$ cat src/rtl/push_button_conditioner.sv
// rtl/push_button_conditioner.sv - per-button synchroniser, debouncer and press/release/repeat strobes
// Auto-repeat FSM per button is built only when AUTO_REPEAT_EN is defined; otherwise btn_repeat mirrors btn_press.
module push_button_conditioner #(
   parameter int N_BTN           = 5,
   parameter int DEBOUNCE_CYCLES = 20000,
   parameter int REPEAT_DELAY    = 500000,
   parameter int REPEAT_PERIOD   = 150000,
   parameter int CNT_W           = 20
) (
   input  logic             clk,
   input  logic             reset,
   input  logic [N_BTN-1:0] push_raw,
   output logic [N_BTN-1:0] btn_level,
   output logic [N_BTN-1:0] btn_press,
   output logic [N_BTN-1:0] btn_release,
   output logic [N_BTN-1:0] btn_repeat,
   output logic             any_press
);

   localparam logic [CNT_W-1:0] DB_LAST = CNT_W'(DEBOUNCE_CYCLES - 1);

   if (DEBOUNCE_CYCLES < 2 || REPEAT_DELAY < 2 || REPEAT_PERIOD < 2) begin : g_bad_cfg
      $error("push_button_conditioner: cycle parameters must be at least 2");
   end

`ifdef AUTO_REPEAT_EN
   localparam logic [CNT_W-1:0] RD_LAST = CNT_W'(REPEAT_DELAY - 1);
   localparam logic [CNT_W-1:0] RP_LAST = CNT_W'(REPEAT_PERIOD - 1);

   typedef enum logic [1:0] {
      S_IDLE  = 2'd0,
      S_DELAY = 2'd1,
      S_RPT   = 2'd2
   } rpt_state_e;
`endif

   logic [N_BTN-1:0] press_d;
   logic             any_press_q;

   for (genvar b = 0; b < N_BTN; b++) begin : g_btn
      logic             sync1_q, sync2_q;
      logic             level_q, level_d;
      logic             press_q, release_q;
      logic             rise_d, fall_d;
      logic [CNT_W-1:0] db_cnt_q, db_cnt_d;

      always_ff @(posedge clk) begin
         if (reset) begin
            sync1_q   <= 1'b0;
            sync2_q   <= 1'b0;
            level_q   <= 1'b0;
            db_cnt_q  <= '0;
            press_q   <= 1'b0;
            release_q <= 1'b0;
         end else begin
            sync1_q   <= push_raw[b];
            sync2_q   <= sync1_q;
            level_q   <= level_d;
            db_cnt_q  <= db_cnt_d;
            press_q   <= rise_d;
            release_q <= fall_d;
         end
      end

      // Count only while the synchronised pin disagrees with the accepted level.
      always_comb begin
         db_cnt_d = '0;
         level_d  = level_q;
         rise_d   = 1'b0;
         fall_d   = 1'b0;
         if (sync2_q != level_q) begin
            if (db_cnt_q == DB_LAST) begin
               level_d = ~level_q;
               rise_d  = ~level_q;
               fall_d  = level_q;
            end else begin
               db_cnt_d = db_cnt_q + CNT_W'(1);
            end
         end
      end

      assign press_d[b]     = rise_d;
      assign btn_level[b]   = level_q;
      assign btn_press[b]   = press_q;
      assign btn_release[b] = release_q;

`ifdef AUTO_REPEAT_EN
      rpt_state_e       state_q, state_d;
      logic [CNT_W-1:0] rpt_cnt_q, rpt_cnt_d;
      logic             repeat_q, repeat_d;

      always_ff @(posedge clk) begin
         if (reset) begin
            state_q   <= S_IDLE;
            rpt_cnt_q <= '0;
            repeat_q  <= 1'b0;
         end else begin
            state_q   <= state_d;
            rpt_cnt_q <= rpt_cnt_d;
            repeat_q  <= repeat_d;
         end
      end

      always_comb begin
         state_d   = state_q;
         rpt_cnt_d = '0;
         case (state_q)
            S_IDLE: begin
               if (rise_d) state_d = S_DELAY;
            end
            S_DELAY: begin
               if (fall_d)                    state_d = S_IDLE;
               else if (rpt_cnt_q == RD_LAST) state_d = S_RPT;
               else                           rpt_cnt_d = rpt_cnt_q + CNT_W'(1);
            end
            S_RPT: begin
               if (fall_d)                    state_d = S_IDLE;
               else if (rpt_cnt_q != RP_LAST) rpt_cnt_d = rpt_cnt_q + CNT_W'(1);
            end
            default: state_d = S_IDLE;
         endcase
      end

      // A debounced fall suppresses a coincident terminal-count strobe.
      always_comb begin
         repeat_d = 1'b0;
         case (state_q)
            S_IDLE:  repeat_d = rise_d;
            S_DELAY: repeat_d = !fall_d && (rpt_cnt_q == RD_LAST);
            S_RPT:   repeat_d = !fall_d && (rpt_cnt_q == RP_LAST);
            default: repeat_d = 1'b0;
         endcase
      end

      assign btn_repeat[b] = repeat_q;
`else
      assign btn_repeat[b] = press_q;
`endif
   end

   always_ff @(posedge clk) begin
      if (reset) any_press_q <= 1'b0;
      else       any_press_q <= |press_d;
   end

   assign any_press = any_press_q;

endmodule

$ cat config.mk
export PLATFORM = sky130hd
export DESIGN_NAME = push_button_conditioner
export DESIGN_NICKNAME = d
export VERILOG_FILES = /design/src/rtl/push_button_conditioner.sv
export SDC_FILE = /design/constraint.sdc
export NUM_CORES = 1
export LEC_CHECK = 0
export CELL_PAD_IN_SITES_DETAIL_PLACEMENT = 1
export CELL_PAD_IN_SITES_GLOBAL_PLACEMENT = 2
export CORE_MARGIN = 2
export CORE_UTILIZATION = 40
export CTS_CLUSTER_SIZE = 12
export DETAILED_ROUTE_END_ITERATION = 10
export GPL_ROUTABILITY_DRIVEN = 0
export GPL_TIMING_DRIVEN = 0
export MAX_ROUTING_LAYER = met4
export PLACE_DENSITY = 0.9
export SYNTH_ARGS = -nofsm -noshare
export SYNTH_HDL_FRONTEND = slang
export SYNTH_SLANG_ARGS = --single-unit
$ cat constraint.sdc
create_clock -name clk -period 4.16 [get_ports clk]
set_input_delay 0.832 -clock clk [delete_from_list [all_inputs] [get_ports clk]]
set_output_delay 0.832 -clock clk [all_outputs]
set_load 0.005 [all_outputs]
==> out/metrics.csv, run 1 <==
stage;metric;value;unit
outcome;status;finished, final reports clean;
cts;clock-sinks;126;
grt;grt_pass1_wl;23000;um
worst_setup_path;worstPathRequired;4.45;ns
worst_setup_path;crit_fanout;10;
synth;synth_top_family_by_area;simple AND/OR/NAND/NOR gates;
sta;max_slew_margin;43.2;%
layout;nNetsFinal;684;
floorplanning;initial_core_util;41.4;%
worst_setup_path;slowest_stage;clkdlybuf4s50_1;
floorplanning;die_area;14800;sq um
pwr;power.leakage;2.14;nW
cts;insertion_delay;0.42;ns
pwr;power_density;430;nW/um^2
layout;diodes;0;
layout;finalInstanceArea;6670;sq um
sta;slew_violations;0;
floorplanning;die_y;122;um
sta;period_needed;2.59;ns
synth;netlist_instances;626;
layout;multi_input_area;2730;sq um
worst_setup_path;path_class;input port to register;
run;maxCapViolCount;0;
detailed_routing;via_per_inst;5.49;
detailed_routing;drcViolationCount;0;
detailed_routing;drt_iter0_markers;223;
cts;cts_hold_buf;0;
detailed_routing;drtPass1Iterations;4;
layout;layoutNonFillerInstCount;861;
grt;track_usage;20.3;%
cts;cts-root-buf;clkbuf_16;
cts;post-cts-setup-buffers;0;
hold_path;hp-class;register to register;
synth;synth-edff-count;0;
detailed_routing;wl_per_cell;15.6;um
placement;dpl_cell_area;6020;sq um
synth;ys_ff_latch;126;
grt;grt_pass1_vias;4861;
detailed_routing;wl;13400;um
cts;numCtsBuffers;17;
worst_setup_path;critical_path_arrival;2.88;ns
sta;hold_slack;0.442;ns
synth;synth-simple-area-share;30.2;%
grt;grt_max_degree;17;
floorplanning;die_w;122;um
synth;post_synth_xor_area_fraction;9.34;%
placement;io_buffers;27;
worst_setup_path;crit_chain;clkdlybuf4s50_1 > clkbuf_1 > a21oi_1 > o21ai_1 > clkbuf_1 > nor2_1;
sta;fin_crit_sh;62.2;%
grt;grt-ovfl-total;0;
detailed_routing;vias;4729;
floorplanning;rows;42;
cts;clk_pin_slew;0.06;ns
synth;synth.cell_area;5530;sq um
synth;synthMuxAreaShare;0;%
worst_setup_path;endpoint_kind;register;
layout;regArea;2520;sq um
synth;yosysWarnings;0;
synth;synth_async_sr_flop_share;0;%
sta;max_freq;386;MHz
placement;place_inst;829;
cts;htree_levels;4;
floorplanning;pin_count;28;
detailed_routing;ant_nets;0;
worst_setup_path;slowest_delay;0.50;ns
synth;synth_compound_area_share;8.69;%
cts;cts_resized;0;
worst_setup_path;worstSetupStartpointType;input port;
sta;fin_setup_tns;0;ns
layout;final_cell_mix;dfxtp_1, nor2_1, a21oi_1, nand4_1, xor2_1;
layout;final_common_cell;dfxtp_1;
synth;synth-seq-area-share;45.6;%
cts;cts_tree;built;
synth;yosys_most_used_dff;dfxtp_1;
sta;rsz0062_at_grt;false;
grt;antenna_found_initial;0;
floorplanning;core_area;13300;sq um
placement;dpl.hpwl;9310;um
layout;drive_above_1_share;9.64;%
synth;synthAdderAreaFrac;1.13;%
worst_setup_path;path_common_cell;clkbuf_1;
sta;tightest_slew;0.846;ns
synth;syn_area_per_cell;8.84;sq um
sta;hold_violations;0;
synth;synth_nets;638;
pwr;peakVddDrop;0.320;mV
layout;nFillCells;1602;
sta;final-setup-viol-count;0;
synth;ys_types;41;
sta;clock_skew;0.00899;ns
cts;clk_path_buf_depth;2;
layout;syn_to_final_growth;20.5;%
metrics by stage:
stage	total power [mW]	setup slack, ns	utilization, %
6_report	2.86	1.57	49.9
5_1_grt	2.95	1.39	49.9
4_1_cts	2.89	1.55	49.9
3_5_place_dp	1.27	1.12	45.1
3_3_place_gp	1.27	1.20	45.1
2_1_floorplan	1.26	2.23	-
flip-flops by register name, indices dropped and copies added, names as in the netlist:
name / flops
g_btn.press_q: 5
g_btn.level_q: 5
g_btn.sync2_q: 5
g_btn.db_cnt_q: 100
g_btn.sync1_q: 5
g_btn.release_q: 5
any_press: 1
power by group:
part / internal [mW] / switching (mW)
clock network: 1.06 / 0.558
registers: 1.21 / 0.00332
logic: 0.0119 / 0.0184
cell families (layout without fill, tap and decap cells):
logic type,Yosys count,after routing
XOR/XNOR,59,59
AO/OA/AOI/OAI,85,85
buffers and inverters,52,111
adder cells (fa/ha/maj),5,5
flip-flops,126,126
AND/OR/NAND/NOR,299,299
cell usage after synthesis, types with 4 or more instances:
library cell  instances  area (sq um)
nor3_1               14          70.1
dfxtp_1             126          2520
nand2_1              30           113
or2_2                 4          25.0
inv_1                17          63.8
nor4b_1               5          43.8
buf_4                20           150
nor2_1               71           267
and4_1               11          96.3
nand2b_1              9          56.3
clkbuf_1             12          45.0
nand4_1              37           231
nor2b_1              10          62.6
nor4_1               18           113
nand3_1              26           130
and3_1               13          81.3
o31ai_1              10          75.1
o21ai_0              27           135
ha_1                  5          62.6
xor2_1               31           272
or4_1                15           113
xnor2_1              28           245
a21oi_1              40           200
or3_1                28           175
final cells by class:
type	count	share of cell area [%]
clock buffer	17	6.38
sequential	126	37.8
tap	176	3.30
timing repair buffer	27	4.05
clock inverter	15	3.28
buffer	35	3.25
inverter	17	0.957
multi-input combinational	448	40.9
per-layer routing:
metal  track usage (%)  part of all wire (%)  routed length (um)
met1              23.3                    46                6110
met2              34.0                    50                6710
met3              5.38                   3.0                 399
met4              7.83                   1.4                 192
met5                 -                     0                   0
worst max-delay path: cells and delay by family:
family	cells	cell delay [ns]
AOI/OAI and AO/OA	2	0.60
buffers and inverters	3	1.34
and+or+nand+nor	1	0.10
worst paths after layout:
kind                               from              endpoint  slack (ns)  cells past startpoint
setup / recovery                  reset  g_btn[1].db_cnt_q[9]        1.57                      6
hold / removal         g_btn[2].sync1_q      g_btn[2].sync2_q        0.44                      1
setup reg to reg  g_btn[1].db_cnt_q[15]  g_btn[1].db_cnt_q[9]        1.80                      5
hold reg to reg        g_btn[2].sync1_q      g_btn[2].sync2_q        0.44                      1
Note: power is estimated with default switching activity, not from simulation.
==> inputs of run 2 (changes only) <==
Settings changed: CORE_UTILIZATION 40 to 37, PLACE_DENSITY 0.9 to 0.84.
Clock period 4.16 ns to 2.7 ns, I/O delays scaled along.
==> out/metrics.csv, run 2 (synthesis results as in run 1) <==
stage;metric;value;unit
detailed_routing;drt_iter0_markers;189;
detailed_routing;drcViolationCount;0;
cts;cts_hold_buf;0;
layout;largest_reg_flops;100;
layout;regMostFlops;g_btn.db_cnt_q;
placement;dpl.hpwl;9320;um
outcome;status;finished, final reports clean;
placement;io_buffers;27;
cts;clk_path_buf_depth;2;
sta;fin_ws;0.323;ns
worst_setup_path;slowest_delay;0.74;ns
grt;antenna_found_initial;0;
cts;clk_pin_slew;0.05;ns
worst_setup_path;worstSetupStartpointType;register;
layout;syn_to_final_growth;19.3;%
sta;max_slew_margin;44.5;%
sta;slew_violations;0;
grt;grt_pass1_wl;22700;um
pwr;seqPwrFrac;45.7;%
layout;drive_above_1_share;9.09;%
pwr;switching_share;19.6;%
pwr;peakVddDrop;0.422;mV
worst_setup_path;crit_fanout;10;
grt;track_usage;17.8;%
cts;insertion_delay;0.41;ns
hold_path;hp-class;register to register;
pwr;intPower;3.30;mW
pwr;p_clk_share;53.2;%
detailed_routing;via_per_inst;5.32;
floorplanning;rows;44;
sta;period_needed;2.38;ns
cts;clock-sinks;126;
layout;final_common_cell;dfxtp_1;
floorplanning;die_w;126;um
worst_setup_path;crit_chain;nor4b_1 > nand4_1 > o21ai_1 > clkbuf_1 > nor2_1;
pwr;power_density;622;nW/um^2
sta;max_freq;421;MHz
run;maxCapViolCount;0;
detailed_routing;route.met3.wl;280;um
sta;tightest_slew;0.827;ns
grt;grt_max_degree;17;
layout;final_cell_mix;dfxtp_1, nor2_1, a21oi_1, nand4_1, xor2_1;
detailed_routing;met2_length;6330;um
cts;cts_tree;built;
worst_setup_path;worstPathRequired;2.98;ns
detailed_routing;drtPass1Iterations;5;
layout;diodes;0;
pwr;combPwrFrac;1.1;%
sta;clock_skew;0.00613;ns
sta;fin_crit_sh;88.0;%
pwr;power.leakage;2.12;nW
detailed_routing;wl;12900;um
detailed_routing;wl_met1;6130;um
floorplanning;die_area;15900;sq um
sta;rsz0062_at_grt;false;
floorplanning;die_y;126;um
cts;cts-root-buf;clkbuf_16;
worst_setup_path;path_class;register to register;
placement;pre_cts_ws;-0.0520;ns
worst_setup_path;slowest_stage;o21ai_1;
sta;final-setup-viol-count;0;
grt;grt_pass1_vias;4869;
sta;hold_violations;0;
sta;fin_setup_tns;0;ns
cts;numCtsBuffers;17;
floorplanning;core_area;14600;sq um
detailed_routing;ant_nets;0;
worst_setup_path;endpoint_kind;register;
layout;nNetsFinal;684;
detailed_routing;vias;4611;
floorplanning;initial_core_util;37.9;%
detailed_routing;maxUsedRoutingLayer;met4;
cts;htree_levels;4;
detailed_routing;wl_per_cell;14.9;um
worst_setup_path;critical_path_arrival;2.66;ns
floorplanning;pin_count;28;
grt;grt-ovfl-total;0;
pwr;net-switching-power;805;uW
layout;post-route-util;45.2;%
[run 2: cell count changes in the layout (fill, tap and decap cells not counted)]
cell / delta
bufinv_16: -3
clkinvlp_4: -3
o21ai_2: +1
clkbuf_8: +3
clkinv_4: -1
clkbuf_1: +2
inv_6: -1
o21ai_1: -1
[run 2: path summary, 6_finish.rpt]
| kind | from | end | slack (ns) | cells after the start |
|---|---|---|---|---|
| worst max-delay path | g_btn[1].db_cnt_q[18] | g_btn[1].db_cnt_q[10] | 0.32 | 5 |
| worst min-delay path | g_btn[4].sync1_q | g_btn[4].sync2_q | 0.43 | 1 |
| worst max register to register | g_btn[1].db_cnt_q[18] | g_btn[1].db_cnt_q[10] | 0.32 | 5 |
| worst min register to register | g_btn[4].sync1_q | g_btn[4].sync2_q | 0.43 | 1 |
[run 2: cell type report]
cell class	instances	area, sq um
well taps	184	230
clock buffers	22	474
fillers	1660	7990
plain buffers	35	216
clock inverters	7	88.8
inverters	17	63.8
repair buffers	27	270
flip-flops and latches	126	2520
multi-input cells	448	2730
[run 2: per-stage QoR]
step	cells	instance area, sq um	hold WS [ns]	power (mW)
finish	866	6600	0.433	4.10
floorplan	626	5530	0.413	1.94
CTS	866	6600	0.435	4.16
global placement	837	6030	0.425	1.96
detailed placement	837	6030	0.425	1.96
global route	866	6600	0.456	4.25
[run 2: power by group through the flow]
stage / clock network, mW / logic, mW / registers (mW)
after floorplan: 0 / 0.0268 / 1.91
after global placement: 0 / 0.0455 / 1.91
after detailed placement: 0 / 0.0465 / 1.91
after CTS: 2.24 / 0.0467 / 1.87
after global routing: 2.33 / 0.0517 / 1.87
final: 2.18 / 0.0456 / 1.88
[run 2: what timing repair did]
action | CTS | global route
buffers inserted | 0 | 0
endpoints found under the setup margin | 0 | 6
resized for setup | 0 | 1
[run 2: layer usage]
layer | global-route usage [%] | vias to the layer above
li1 | - | 2317
met1 | 21.3 | 2247
met2 | 29.4 | 34
met3 | 3.91 | 13
met4 | 6.46 | 0
met5 | - | -
[run 2: worst max-delay path, delay by kind of cell (launching register included)]
family	cells	cell delay, ns
and+or+nand+nor	3	0.72
AOI/OAI and AO/OA	1	0.74
buffers and inverters	1	0.43
DFF	1	0.35
